==> src/rtl/dcache_controller_if.sv <==
// CPU request/response and data_memory block-port bundle for the data cache.
// master = CPU plus memory side, slave = the cache controller.
interface dcache_controller_if;
    logic         cpu_req;
    logic         cpu_we;
    logic [31:0]  cpu_addr;
    logic [31:0]  cpu_wdata;
    logic [31:0]  cpu_rdata;
    logic         cpu_ready;
    logic         cpu_busy;
    logic [31:0]  read_address;
    logic [127:0] read_data;
    logic [31:0]  write_address;
    logic [127:0] write_data;
    logic         mem_write;
    logic [4:0]   count;

    modport master (
        output cpu_req, cpu_we, cpu_addr, cpu_wdata, read_data,
        input  cpu_rdata, cpu_ready, cpu_busy, read_address,
               write_address, write_data, mem_write, count
    );

    modport slave (
        input  cpu_req, cpu_we, cpu_addr, cpu_wdata, read_data,
        output cpu_rdata, cpu_ready, cpu_busy, read_address,
               write_address, write_data, mem_write, count
    );
endinterface

==> src/rtl/dcache_controller.sv <==
// Direct-mapped write-back/write-allocate data cache; hit in 1 cycle, misses L+2 or 2L+3.
// The CPU stalls on cpu_busy; requests are only sampled in IDLE.
module dcache_controller #(
    parameter int LINES       = 16,
    parameter int MEM_LATENCY = 4
) (
    input  logic              clk,
    input  logic              reset,
    dcache_controller_if.slave bus
);
    localparam int IDX  = $clog2(LINES);
    localparam int TAGW = 30 - IDX;

    localparam logic [1:0] S_IDLE      = 2'd0;
    localparam logic [1:0] S_COMPARE   = 2'd1;
    localparam logic [1:0] S_WRITEBACK = 2'd2;
    localparam logic [1:0] S_ALLOCATE  = 2'd3;

    localparam logic [4:0] CNT_IDLE = 5'd31;
    localparam logic [4:0] CNT_LOAD = 5'(MEM_LATENCY);

    logic [1:0]       state_q, state_d;
    logic [4:0]       count_q, count_d;
    logic [31:0]      req_addr_q, req_addr_d;
    logic             req_we_q, req_we_d;
    logic [31:0]      req_wdata_q, req_wdata_d;
    logic [LINES-1:0] valid_q, valid_d;
    logic [LINES-1:0] dirty_q, dirty_d;
    logic [TAGW-1:0]  tag_q [LINES];
    logic [127:0]     data_q [LINES];
    logic [31:0]      rdata_q, rdata_d;
    logic [31:0]      rd_addr_q, rd_addr_d;
    logic [31:0]      wr_addr_q, wr_addr_d;
    logic [127:0]     wr_data_q, wr_data_d;

    logic [IDX-1:0]   req_idx;
    logic [TAGW-1:0]  req_tag;
    logic [1:0]       req_off;
    logic [TAGW-1:0]  line_tag;
    logic [127:0]     line_data;
    logic             hit;
    logic             line_we;
    logic [127:0]     line_d;
    logic             in_wb, in_alloc, in_cmp;

    assign req_idx   = req_addr_q[1+IDX:2];
    assign req_tag   = req_addr_q[31:2+IDX];
    assign req_off   = req_addr_q[1:0];
    assign line_tag  = tag_q[req_idx];
    assign line_data = data_q[req_idx];
    assign hit       = valid_q[req_idx] && (line_tag == req_tag);

    // Memory-facing outputs are suppressed in a reset cycle so nothing half-done is committed.
    assign in_wb    = (state_q == S_WRITEBACK) && !reset;
    assign in_alloc = (state_q == S_ALLOCATE) && !reset;
    assign in_cmp   = (state_q == S_COMPARE) && !reset;

    always_comb begin
        state_d     = state_q;
        count_d     = CNT_IDLE;
        req_addr_d  = req_addr_q;
        req_we_d    = req_we_q;
        req_wdata_d = req_wdata_q;
        valid_d     = valid_q;
        dirty_d     = dirty_q;
        line_we     = 1'b0;
        line_d      = line_data;
        case (state_q)
            S_IDLE: begin
                if (bus.cpu_req) begin
                    req_addr_d  = bus.cpu_addr;
                    req_we_d    = bus.cpu_we;
                    req_wdata_d = bus.cpu_wdata;
                    state_d     = S_COMPARE;
                end
            end
            S_COMPARE: begin
                if (hit) begin
                    state_d = S_IDLE;
                    if (req_we_q) begin
                        line_we = 1'b1;
                        line_d[{req_off, 5'd0} +: 32] = req_wdata_q;
                        dirty_d[req_idx] = 1'b1;
                    end
                end else if (valid_q[req_idx] && dirty_q[req_idx]) begin
                    state_d = S_WRITEBACK;
                    count_d = CNT_LOAD;
                end else begin
                    state_d = S_ALLOCATE;
                    count_d = CNT_LOAD;
                end
            end
            S_WRITEBACK: begin
                if (count_q == 5'd0) begin
                    state_d = S_ALLOCATE;
                    count_d = CNT_LOAD;
                end else begin
                    count_d = count_q - 5'd1;
                end
            end
            default: begin
                // The block is captured at count 1 so count never hits the commit value here.
                if (count_q == 5'd1) begin
                    line_we          = 1'b1;
                    line_d           = bus.read_data;
                    valid_d[req_idx] = 1'b1;
                    dirty_d[req_idx] = 1'b0;
                    state_d          = S_COMPARE;
                end else begin
                    count_d = count_q - 5'd1;
                end
            end
        endcase
    end

    always_comb begin
        rdata_d   = rdata_q;
        rd_addr_d = rd_addr_q;
        wr_addr_d = wr_addr_q;
        wr_data_d = wr_data_q;
        if (in_cmp && hit && !req_we_q)
            rdata_d = line_data[{req_off, 5'd0} +: 32];
        if (in_alloc)
            rd_addr_d = {req_addr_q[31:2], 2'b00};
        if (in_wb) begin
            wr_addr_d = {line_tag, req_idx, 2'b00};
            wr_data_d = line_data;
        end
    end

    always_ff @(posedge clk) begin
        if (reset) begin
            state_q     <= S_IDLE;
            count_q     <= CNT_IDLE;
            req_addr_q  <= '0;
            req_we_q    <= 1'b0;
            req_wdata_q <= '0;
            valid_q     <= '0;
            dirty_q     <= '0;
            rdata_q     <= '0;
            rd_addr_q   <= '0;
            wr_addr_q   <= '0;
            wr_data_q   <= '0;
        end else begin
            state_q     <= state_d;
            count_q     <= count_d;
            req_addr_q  <= req_addr_d;
            req_we_q    <= req_we_d;
            req_wdata_q <= req_wdata_d;
            valid_q     <= valid_d;
            dirty_q     <= dirty_d;
            rdata_q     <= rdata_d;
            rd_addr_q   <= rd_addr_d;
            wr_addr_q   <= wr_addr_d;
            wr_data_q   <= wr_data_d;
        end
    end

    // Tag/data storage needs no reset: valid bits gate every use.
    always_ff @(posedge clk) begin
        if (line_we && !reset) begin
            tag_q[req_idx]  <= req_tag;
            data_q[req_idx] <= line_d;
        end
    end

    assign bus.cpu_busy      = (state_q != S_IDLE);
    assign bus.cpu_ready     = in_cmp && hit;
    assign bus.cpu_rdata     = rdata_d;
    assign bus.count         = reset ? CNT_IDLE : count_q;
    assign bus.mem_write     = in_wb && (count_q == 5'd0);
    assign bus.read_address  = rd_addr_d;
    assign bus.write_address = wr_addr_d;
    assign bus.write_data    = wr_data_d;
endmodule

==> src/flat_wrapper.sv <==
// flat-port wrapper written by rule: the top's interface ports become plain ports
module dcache_controller_flat 
#(
    parameter int LINES       = 16,
    parameter int MEM_LATENCY = 4
)
  (clk, reset, bus_cpu_req, bus_cpu_we, bus_cpu_addr, bus_cpu_wdata, bus_read_data, bus_cpu_rdata, bus_cpu_ready, bus_cpu_busy, bus_read_address, bus_write_address, bus_write_data, bus_mem_write, bus_count);
  dcache_controller_if bus_i ();
  input  logic clk;
  input  logic reset;
  input wire logic [$bits(bus_i.cpu_req)-1:0] bus_cpu_req;
  input wire logic [$bits(bus_i.cpu_we)-1:0] bus_cpu_we;
  input wire logic [$bits(bus_i.cpu_addr)-1:0] bus_cpu_addr;
  input wire logic [$bits(bus_i.cpu_wdata)-1:0] bus_cpu_wdata;
  input wire logic [$bits(bus_i.read_data)-1:0] bus_read_data;
  output wire logic [$bits(bus_i.cpu_rdata)-1:0] bus_cpu_rdata;
  output wire logic [$bits(bus_i.cpu_ready)-1:0] bus_cpu_ready;
  output wire logic [$bits(bus_i.cpu_busy)-1:0] bus_cpu_busy;
  output wire logic [$bits(bus_i.read_address)-1:0] bus_read_address;
  output wire logic [$bits(bus_i.write_address)-1:0] bus_write_address;
  output wire logic [$bits(bus_i.write_data)-1:0] bus_write_data;
  output wire logic [$bits(bus_i.mem_write)-1:0] bus_mem_write;
  output wire logic [$bits(bus_i.count)-1:0] bus_count;
  assign bus_i.cpu_req = bus_cpu_req;
  assign bus_i.cpu_we = bus_cpu_we;
  assign bus_i.cpu_addr = bus_cpu_addr;
  assign bus_i.cpu_wdata = bus_cpu_wdata;
  assign bus_i.read_data = bus_read_data;
  assign bus_cpu_rdata = bus_i.cpu_rdata;
  assign bus_cpu_ready = bus_i.cpu_ready;
  assign bus_cpu_busy = bus_i.cpu_busy;
  assign bus_read_address = bus_i.read_address;
  assign bus_write_address = bus_i.write_address;
  assign bus_write_data = bus_i.write_data;
  assign bus_mem_write = bus_i.mem_write;
  assign bus_count = bus_i.count;
  dcache_controller #(.LINES(LINES), .MEM_LATENCY(MEM_LATENCY)) u_core (.clk(clk), .reset(reset), .bus(bus_i));
endmodule
==> config.mk <==
export PLATFORM = sky130hd
export DESIGN_NAME = dcache_controller_flat
export DESIGN_NICKNAME = d
export VERILOG_FILES = /design/src/rtl/dcache_controller_if.sv /design/src/rtl/dcache_controller.sv /design/src/flat_wrapper.sv
export SDC_FILE = /design/constraint.sdc
export NUM_CORES = 2
export LEC_CHECK = 0
export CAP_MARGIN = 20
export CELL_PAD_IN_SITES_DETAIL_PLACEMENT = 1
export CELL_PAD_IN_SITES_GLOBAL_PLACEMENT = 2
export CORE_AREA = 2 2 735 371
export CTS_BUF_LIST = sky130_fd_sc_hd__clkbuf_16
export DETAILED_ROUTE_END_ITERATION = 10
export DIE_AREA = 0 0 737 373
export MAX_ROUTING_LAYER = met4
export PLACE_DENSITY = 0.83
export SLEW_MARGIN = 20
export SYNTH_ARGS = -nofsm -noshare
export SYNTH_HDL_FRONTEND = slang
export SYNTH_SLANG_ARGS = --single-unit
==> constraint.sdc <==
create_clock -name clk -period 14.41 [get_ports clk]
set_input_delay 2.1615 -clock clk [delete_from_list [all_inputs] [get_ports clk]]
set_output_delay 2.1615 -clock clk [all_outputs]
set_load 0.02 [all_outputs]
==> metrics.md <==
| Metric | Value |
|---|---|
| Vias after detailed routing | 66900 |
| Quantity of hold-fixing buffers added after cts | 0 |
| Static leakage power | 42.0 nW |
| WP buf/inv | 4 |
| Final period demand of the worst path | 9.53 ns |
| Clk slew on worst S/H paths | 0.07 ns |
| Mean post-synth cell area | 17.6 µm² |
| Aggregate global routing overflow | 0 |
| Area of all placed cells without fillers | 0.131 mm² |
| Post-synthesis sequential element count | 2796 |
| Arrival time of data at the critical path endpoint | 7.37 ns |
| Critical path, cell by cell | buf_12 > buf_4 > mux4_2 > a221oi_1 > o21ai_0 > o31ai_1 > nand4b_1 > nor4bb_4 > buf_4 > mux2_2 > clkdlybuf4s50_1 |
| Average routed wire per standard cell | 34.8 µm |
| Floorplan die height | 373 µm |
| Endpoint required time on the critical path | 12.25 ns |
| Clock latency on the worst-skew pair | 0.89 ns |
| Number of CTS-inserted buffers | 266 |
| Setup Buffers After CTS | 0 |
| Unrepaired setup endpoints after global routing | no |
| Worst hold-check path type | reg2reg |
| Total routing usage reported by global routing | 27.6% |
| Seq/Total Area, Yosys | 71.7% |
| H-Tree Depth | 5 |
| Dominant register cell in the synthesized netlist | sky130_fd_sc_hd__edfxtp_1 |
| Power per cell area | 145 mW/mm² |
| Area Overhead vs Synth | 16.1% |
| Area of combinational cells with multiple inputs | 0.0302 mm² |
| Weighted congestion reported at the end of routability-driven placement | 0.870 |
| Post-route clock period utilization | 66.2% |
| Setup skew after layout | 0.0640 ns |
| HPWL reported at the end of detailed placement | 224000 µm |
| Run status | finished clean |
| Netlist cell types | 79 |
| Minimum setup slack in the final design | 4.88 ns |
| Slew headroom | 16.6% |
| Vias per Instance | 6.21 |
| Largest net degree at the start of global routing | 156 |
| First-pass detailed-route iteration total | 5 |
| Area of the die | 0.275 mm² |
| Startpoint type of the worst setup path | flip-flop |
| Maximum root-to-sink buffer count | 4 |
| Setup CP Type | reg2out |
| # nets final | 7123 |
| DR iter-0 viols | 9647 |
| Final-report setup violation count | 0 |
| Largest delay share family, worst path | buffers and inverters |
| Chip width | 737 µm |
| Area of the mapped netlist | 0.113 mm² |
| Maximum vdd ir drop | 94.3 µV |
| Detail Route Antenna Nets | 0 |
| Effective utilization at floorplan | 41.8% |
| Peak fanout along the critical path | 67 |
| Cell area reported after detailed placement | 0.122 mm² |
| Share of synthesized registers carrying an async set or reset | 0% |
| Number of synthesized flops with an enable pin | 2464 |
| Setup slack after placement | 5.88 ns |
| Worst Setup End Kind | output port |
| Number of max-slew violations in the final report | 0 |
| Syn nets | 6597 |
| Number of instances in the synthesized netlist | 6389 |
| Layout cells sized above 1 | 22.2% |
| Most used cell along the critical path | sky130_fd_sc_hd__buf_4 |
| Clock root buffer master | sky130_fd_sc_hd__clkbuf_16 |
| Fill cell total of the finished layout | 25200 |
| Cell with the largest stage delay on the worst path | sky130_fd_sc_hd__dfxtp_4 |
| First-pass GRT wire length | 527000 µm |
| Number of global-route vias before repair | 68100 |
| Final wirelength | 374000 µm |
| Achievable Freq | 0.105 GHz |
| Number of buffers added on ports | 427 |
| Maximum single-stage delay on the critical path | 0.92 ns |
| Register cell area after layout | 0.0807 mm² |
| Maxcap violations | 0 |
| DRC violation count after routing | 0 |
| I/O pin total | 428 |
| Core area | 0.269 mm² |
| Post-route setup TNS | 0 ns |
| Clock sink count | 2796 |
| Cells resized by post-CTS repair | 0 |
| Number of hold violations in the final report | 0 |
| Yosys synthesis warning count | 0 |
| CTS tree | yes |
| Placement Rows | 135 |
| Measured slew at the worst slew-check pin | 1.24 ns |
| Number of antenna violations at the first check in global routing | 27 |
==> sequential cells by signal, indices dropped and copies added, names as in the netlist, 16 cells and up, named ones only <==
register and count:
u_core.rd_addr_q 32, u_core.tag_q 416, u_core.wr_data_q 128, u_core.req_addr_q 32, u_core.wr_addr_q 32, u_core.valid_q 16, u_core.rdata_q 32, u_core.req_wdata_q 32
u_core.data_q 2048
==> power by group <==
group          internal, mW  switching, mW
logic                 0.793           1.70
registers              9.31          0.100
clock network          3.84           3.13
total                  13.9           4.94
==> cell usage after synthesis, types with 6 or more instances <==
cell                       instances  share of area [%]
sky130_fd_sc_hd__a211oi_1          7              0.047
sky130_fd_sc_hd__a21oi_1         197               0.88
sky130_fd_sc_hd__a22o_1           45               0.35
sky130_fd_sc_hd__a22oi_1          17               0.11
sky130_fd_sc_hd__a31oi_1          15              0.083
sky130_fd_sc_hd__a32oi_1          31               0.24
sky130_fd_sc_hd__a41oi_1           6              0.047
sky130_fd_sc_hd__and2_1           10              0.056
sky130_fd_sc_hd__and3_1           10              0.056
sky130_fd_sc_hd__buf_1            56               0.19
sky130_fd_sc_hd__buf_2            88               0.39
sky130_fd_sc_hd__buf_4            24               0.16
sky130_fd_sc_hd__buf_6             6              0.060
sky130_fd_sc_hd__clkbuf_1        237               0.79
sky130_fd_sc_hd__dfxtp_1         332                5.9
sky130_fd_sc_hd__edfxtp_1       2464                 66
sky130_fd_sc_hd__ha_1             12               0.13
sky130_fd_sc_hd__inv_1            89               0.30
sky130_fd_sc_hd__mux2_2          147                1.5
sky130_fd_sc_hd__mux2i_1         124                1.1
sky130_fd_sc_hd__mux4_2          703                 14
sky130_fd_sc_hd__nand2_1         702                2.3
sky130_fd_sc_hd__nand2b_1         33               0.18
sky130_fd_sc_hd__nand3_1         115               0.51
sky130_fd_sc_hd__nand4_1           6              0.033
sky130_fd_sc_hd__nor2_1          146               0.49
sky130_fd_sc_hd__nor2b_1         242                1.3
sky130_fd_sc_hd__nor3_1           29               0.13
sky130_fd_sc_hd__nor4b_1           6              0.047
sky130_fd_sc_hd__o21ai_0         293                1.3
sky130_fd_sc_hd__o21ai_1          11              0.049
sky130_fd_sc_hd__o221ai_1         45               0.35
sky130_fd_sc_hd__o22ai_1          18               0.10
sky130_fd_sc_hd__o32a_1            6              0.053
sky130_fd_sc_hd__or2_2             9              0.050
sky130_fd_sc_hd__xnor2_1          15               0.12
sky130_fd_sc_hd__xor2_1           12              0.093
==> placed cells by master, fill, tap and decap left out, types with 55 or more instances in the layout <==
cell                              Yosys  layout
sky130_fd_sc_hd__clkinv_1             1      55
sky130_fd_sc_hd__o21ai_0            293     262
sky130_fd_sc_hd__nor2_1             146     146
sky130_fd_sc_hd__clkdlybuf4s50_1      0     426
sky130_fd_sc_hd__nand2_1            702     700
sky130_fd_sc_hd__mux4_2             703     703
sky130_fd_sc_hd__nand3_1            115     115
sky130_fd_sc_hd__nor2b_1            242     242
sky130_fd_sc_hd__edfxtp_1          2464    2464
sky130_fd_sc_hd__inv_1               89     130
sky130_fd_sc_hd__dfxtp_1            332     326
sky130_fd_sc_hd__a21oi_1            197     196
sky130_fd_sc_hd__mux2i_1            124     124
sky130_fd_sc_hd__mux2_2             147     147
sky130_fd_sc_hd__clkbuf_16            0     272
sky130_fd_sc_hd__buf_4               24     217
==> layout make-up <==
| class | count | area share (%) |
|---|---|---|
| multi-input cells | 3087 | 23.1 |
| clock inverters | 198 | 1.18 |
| repair buffers | 671 | 4.92 |
| flip-flops and latches | 2796 | 61.8 |
| clock buffers | 272 | 5.21 |
| diodes | 25 | 0.0479 |
| inverters | 93 | 0.276 |
| well taps | 3630 | 3.48 |
==> per-stage QoR <==
stage | total power, mW | utilization (%) | hold WS [ns] | cells
after floorplan | 10.9 | - | 0.432 | 6389
after global placement | 11.9 | 45.3 | 0.441 | 10300
after detailed placement | 12.0 | 45.3 | 0.451 | 10300
after CTS | 18.9 | 48.4 | 0.462 | 10700
after global routing | 19.3 | 48.6 | 0.504 | 10800
final | 18.9 | 48.6 | 0.466 | 10800
==> worst register-to-register path, stage by stage, from the launching register on <==
cell and delay, ns:
sky130_fd_sc_hd__dfxtp_4 0.92, sky130_fd_sc_hd__buf_12 0.43, sky130_fd_sc_hd__buf_4 0.89, sky130_fd_sc_hd__mux4_2 0.71, sky130_fd_sc_hd__a221oi_1 0.31, sky130_fd_sc_hd__o21ai_0 0.14
sky130_fd_sc_hd__o31ai_1 0.29, sky130_fd_sc_hd__nand4b_1 0.73, sky130_fd_sc_hd__nor4b_2 0.66, sky130_fd_sc_hd__a22oi_2 0.15, sky130_fd_sc_hd__buf_4 0.27, sky130_fd_sc_hd__nor3_2 0.21
sky130_fd_sc_hd__buf_4 0.60, sky130_fd_sc_hd__buf_4 0.84, sky130_fd_sc_hd__buf_12 0.63
==> cells by family (layout without fill, tap and decap cells) <==
family | count (synthesis) | in the layout | synth area share, %
XOR/XNOR | 27 | 27 | 0.210
AND/OR/NAND/NOR | 1341 | 1341 | 5.49
multiplexers | 974 | 974 | 16.6
AO/OA/AOI/OAI | 733 | 733 | 3.94
other | 0 | 25 | 0
buffers and inverters | 506 | 1234 | 1.91
flip-flops | 2796 | 2796 | 71.7
adder cells (fa/ha/maj) | 12 | 12 | 0.133
==> path summary, 6_finish.rpt <==
path,start,end,slack [ns],depth (start not counted)
setup / recovery,flip-flop,bus_cpu_rdata[27],4.88,11
hold / removal,u_core.req_wdata_q[17],u_core.req_wdata_q[17],0.47,2
setup reg to reg,flip-flop,u_core.data_q[8][88],6.03,14
hold reg to reg,u_core.req_wdata_q[17],u_core.req_wdata_q[17],0.47,2
==> routing by layer <==
layer	wire length [µm]	global-route usage (%)	up-vias
li1	-	-	26300
met1	148000	38.1	35600
met2	170000	40.4	4230
met3	39200	5.51	756
met4	17000	11.1	0
met5	0	-	-
Note: power is estimated with default switching activity, not from simulation.
